$ cat config.mk
export PLATFORM = sky130hd
export DESIGN_NAME = serial_paralelo_sync_ctrl
export DESIGN_NICKNAME = d
export VERILOG_FILES = /design/src/rtl/serial_paralelo_sync_ctrl.sv
export SDC_FILE = /design/constraint.sdc
export NUM_CORES = 1
export LEC_CHECK = 0
export CELL_PAD_IN_SITES_DETAIL_PLACEMENT = 1
export CELL_PAD_IN_SITES_GLOBAL_PLACEMENT = 1
export CORE_MARGIN = 4
export CORE_UTILIZATION = 39
export DETAILED_ROUTE_END_ITERATION = 10
export GPL_TIMING_DRIVEN = 1
export PLACE_DENSITY = 0.8
export SYNTH_ARGS = -nofsm -noshare
export SYNTH_HDL_FRONTEND = slang
export SYNTH_SLANG_ARGS = --single-unit
$ cat constraint.sdc
create_clock -name clk_32f -period 1.79 [get_ports clk_32f]
set_clock_uncertainty 0.2 [all_clocks]
set_input_delay 0.358 -clock clk_32f [delete_from_list [all_inputs] [get_ports clk_32f]]
set_output_delay 0.358 -clock clk_32f [all_outputs]
set_load 0.03 [all_outputs]
$ cat src/rtl/serial_paralelo_sync_ctrl.sv
// Receive-side sequencer for the serial-to-parallel lane. It hunts for the comma symbol,
// locks byte alignment after SYNC_COUNT aligned commas, then strobes out one byte per 8 bits.
module serial_paralelo_sync_ctrl #(
    parameter logic [7:0]  COMMA      = 8'hBC,
    parameter int unsigned SYNC_COUNT = 4
) (
    input  logic       clk_32f,
    input  logic       reset,
    input  logic       data_in,
    input  logic       resync,
    output logic [7:0] data_out,
    output logic       byte_strobe,
    output logic       valid_out,
    output logic       active,
    output logic [1:0] state_out
);

    typedef enum logic [1:0] {
        HUNT   = 2'd0,
        ALIGN  = 2'd1,
        ACTIVE = 2'd2
    } state_t;

    localparam logic [3:0] SYNC_TARGET = 4'(SYNC_COUNT);

    state_t     state, state_nx;
    logic [7:0] sr, sr_nx, data_nx;
    logic [2:0] bit_cnt, bit_cnt_nx;
    logic [3:0] bc_cnt, bc_cnt_nx, bc_inc;
    logic       strobe_nx, valid_nx, active_nx, boundary;

    // The byte is judged on sr_nx so that outputs update on the edge shifting in its last bit.
    assign sr_nx     = {sr[6:0], data_in};
    assign boundary  = (bit_cnt == 3'd7);
    assign bc_inc    = bc_cnt + 4'd1;
    assign state_out = state;

    always_comb begin
        // NOTE: every next-state signal is defaulted first so no path leaves a latch behind.
        state_nx   = state;
        bit_cnt_nx = bit_cnt;
        bc_cnt_nx  = bc_cnt;
        data_nx    = data_out;
        strobe_nx  = 1'b0;
        valid_nx   = valid_out;
        active_nx  = active;

        if (resync) begin
            state_nx   = HUNT;
            bit_cnt_nx = 3'd0;
            bc_cnt_nx  = 4'd0;
            valid_nx   = 1'b0;
            active_nx  = 1'b0;
        end else begin
            unique case (state)
                HUNT: begin
                    if (sr_nx == COMMA) begin
                        bit_cnt_nx = 3'd0;
                        bc_cnt_nx  = 4'd1;
                        if (SYNC_COUNT == 1) begin
                            state_nx  = ACTIVE;
                            active_nx = 1'b1;
                        end else begin
                            state_nx  = ALIGN;
                        end
                    end
                end
                ALIGN: begin
                    bit_cnt_nx = bit_cnt + 3'd1;
                    if (boundary) begin
                        if (sr_nx == COMMA) begin
                            bc_cnt_nx = bc_inc;
                            if (bc_inc == SYNC_TARGET) begin
                                state_nx  = ACTIVE;
                                active_nx = 1'b1;
                            end
                        end else begin
                            // Hunting resumes next edge on the retained shift register.
                            state_nx  = HUNT;
                            bc_cnt_nx = 4'd0;
                        end
                    end
                end
                ACTIVE: begin
                    bit_cnt_nx = bit_cnt + 3'd1;
                    if (boundary) begin
                        data_nx   = sr_nx;
                        strobe_nx = 1'b1;
                        valid_nx  = (sr_nx != COMMA);
                    end
                end
                default: begin
                    state_nx = HUNT;
                end
            endcase
        end
    end

    // NOTE: state registers use non-blocking assignments so every flop samples pre-edge values.
    always_ff @(posedge clk_32f or negedge reset) begin
        if (!reset) begin
            state       <= HUNT;
            sr          <= 8'd0;
            bit_cnt     <= 3'd0;
            bc_cnt      <= 4'd0;
            data_out    <= 8'd0;
            byte_strobe <= 1'b0;
            valid_out   <= 1'b0;
            active      <= 1'b0;
        end else begin
            state       <= state_nx;
            sr          <= sr_nx;
            bit_cnt     <= bit_cnt_nx;
            bc_cnt      <= bc_cnt_nx;
            data_out    <= data_nx;
            byte_strobe <= strobe_nx;
            valid_out   <= valid_nx;
            active      <= active_nx;
        end
    end

endmodule

==> impl_results.md <==
* Vias at 1070
* Post-synthesis cell type count at 36
* Flop2flop setup slack at -70 ps
* Top_reg_cell synth: dfrtp_1
* Critical R2R Launch: state_out[1]$_DFFE_PN0P_
* CTS buffer count at 3
* GR Util All Layers at 0.193
* Period Utilization, post-route at 1.04
* Post-synth EDFFs at 0
* Cell taking the most area after synthesis: dfrtp_1
* Register area at between 600 and 700 µm²
* CP startpoint kind: register
* Synth Register Bits at 27
* CTS sink count at 27
* Vias in the first global route at about 1300
* Setup crit end kind: register
* Worst EP arrival at roughly 1900 ps
* Static leakage at between 0.9 and 1 nW
* Pin count of the biggest net entering global routing at 28
* Fmax at between 500 and 600 MHz
* Final hold violations at 0
* DRT antenna net count at 0
* Worst R2R End: bc_cnt[2]$_DFFE_PN0P_
* WS Path Type: reg2reg
* Fin cells at 203
* First drt pass iteration count at 4
* Worst-Margin Slew at around 360 ps
* IR drop worst, VDD at between 0.4 and 0.5 mV
* Placed insts at 192
* Routability cong. at 0.701
* Global-route wire length before repair at 6400 µm
* Die ar. at 4400 µm²
* Req. time, crit path at approximately 1800 ps
* Post-synthesis sequential area ratio at 0.508
* Setup WS post-layout at -71.2 ps
* Worst Hold Path EP: sr[0]$_DFF_PN0_
* H-tree depth at 1
* Hold path depth at 1
* Outcome: finished, violations left
* Fillers at 336
* Share of the synthesized area in the top cell type at 0.508
* Clk buf depth at 2
* # DRC at 0
* Unrepaired setup endpoints after global routing: yes
* Rows at 20
* DRT iter0 DRCs at 20
* Tightest Hold Check Type: in2reg
* Area of the multi-input gates at between 700 and 800 µm²
* Synth top cells by count: dfrtp_1, ha_1, mux2_2, nand3_1, a21oi_1
* Async SR Flop Fraction at 1.00
* Syn_area_per_cell at ~12 µm²
* Failing checks: setup timing
* CP Max Fanout at 4
* Final setup viols at 4
* Synth Warn # at 0
* Chip width at between 60 and 70 µm
* Worst Reg-to-Reg Cells at 6
* Cell area power density at around 770 nW/µm²
* Die H at about 66 µm
* Total length of routed wires at 3760 µm
* Period minus WS final at about 1900 ps
* PortBufs at 16
* DP Wirelength at 2690 µm
* Most frequent cell after synthesis: dfrtp_1
* WL/cell at ~19 µm
* Mapped Area at 1330 µm²
* # nets final at roughly 170
* Area growth syn-to-layout at 42.5%
* Routed vias/inst at 5.27
* Relative slew slack at 0.763
* CTS tree: done
* Clk Latency, worst-skew pair at approximately 340 ps
* Hold WS at about 140 ps
* Min-delay src: data_in
* Clock-pin slew on the worst setup and hold paths at around 160 ps
* Synth Instances at between 100 and 150
* Final Max Slew Viols at 0
* N_diodes at 0
* Largest cells by area after synthesis: dfrtp_1, ha_1, mux2_2
* Grt ovf at 0
* Initial antenna violation count at 0
* Core area at between 3000 and 4000 µm²
* Root buffer cell: clkbuf_4
* Max Cap Viol at 0
* I/O pin count at 17
* Synthesized net count at between 100 and 150
* Layout cells sized above 1 at 0.465
* Initial Util at 0.421
-- cell type report --
cell class	count	area share
Sequential cell	27	0.358
Multi-Input combinational cell	74	0.382
Tap cell	44	0.0291
Clock buffer	3	0.0119
Clock inverter	1	0.00463
Timing Repair Buffer	48	0.201
Inverter	6	0.0132
-- cell usage in the layout, fill, tap and decap left out, types with 4 or more instances in the layout --
master	synthesis	routed
mux2_2	8	8
a21oi_1	6	5
ha_4	0	4
nand3_1	8	6
buf_4	0	32
dfrtp_1	27	25
dlygate4sd2_1	0	12
-- cells by family (layout without fill, tap and decap cells) --
family,after synthesis,in the layout,synth area share
adders and majority gates,8,8,0.0753
muxes,9,9,0.0753
DFF,27,27,0.508
AOI/OAI and AO/OA,26,26,0.127
buffers and inverters,8,58,0.0339
and+or+nand+nor,31,31,0.180
-- worst max-delay path by stage --
stage | startpoint | end | slack (ps) | cells past startpoint
floorplan | state_out[0]$_DFFE_PN0P_ | bc_cnt[2]$_DFFE_PN0P_ | -140 | 6
global placement | data_in | bc_cnt[2]$_DFFE_PN0P_ | -380 | 5
detailed placement | data_in | bc_cnt[2]$_DFFE_PN0P_ | -480 | 5
CTS | state_out[0]$_DFFE_PN0P_ | bc_cnt[2]$_DFFE_PN0P_ | -90 | 6
global route | bc_cnt[1]$_DFFE_PN0P_ | state_out[0]$_DFFE_PN0P_ | -130 | 6
finish | state_out[1]$_DFFE_PN0P_ | bc_cnt[2]$_DFFE_PN0P_ | -70 | 6
-- critical path: stages, from the launching register on --
cell       delay (ps)
dfrtp_2           460
inv_4              90
ha_4              140
inv_2              30
or4_4             500
a22o_1            220
o2bb2ai_1         130
-- stage by stage --
stage / instance area (µm²) / setup TNS [ps] / utilization / power [W] / setup WS [ps]
after floorplan: 1360 / -283 / - / 0.000900 / -142
after global placement: 1740 / -2840 / 0.553 / 0.00106 / -375
after detailed placement: 1740 / -4220 / 0.553 / 0.00109 / -482
after CTS: 1840 / -279 / 0.584 / 0.00141 / -86.4
after global routing: 1890 / -412 / 0.600 / 0.00153 / -126
final: 1890 / -132 / 0.600 / 0.00146 / -71.2
-- power breakdown --
group          internal, W  switching [W]  leakage [nW]  total (W)
Sequential        0.000638      0.0000314         0.356   0.000669
Clock            0.0000914       0.000204        0.0183   0.000296
Combinational     0.000234       0.000264         0.557   0.000498
-- state kept, by name, summed over array words and instances, names as in the netlist --
signal       cells
state_out        2
active           1
data_out         8
bit_cnt          3
bc_cnt           4
sr               7
valid_out        1
byte_strobe      1
-- what timing repair did --
action / in CTS / in global routing
pin swaps: 6 / 6
buffers inserted: 6 / 1
endpoints found under the setup margin: 27 / 16
resized for setup: 26 / 15
hold buffers: 0 / 0
-- routing by layer --
| metal | GRT usage | wire, µm | vias up | share of wire |
|---|---|---|---|---|
| met5 | 0 | 0 | - | 0 |
| met1 | 0.216 | 1560 | 545 | 0.41 |
| li1 | - | - | 504 | - |
| met4 | 0.0711 | 41 | 0 | 0.011 |
| met3 | 0.0272 | 87 | 6 | 0.023 |
| met2 | 0.364 | 2070 | 15 | 0.55 |
Note: power is estimated with default switching activity, not from simulation.
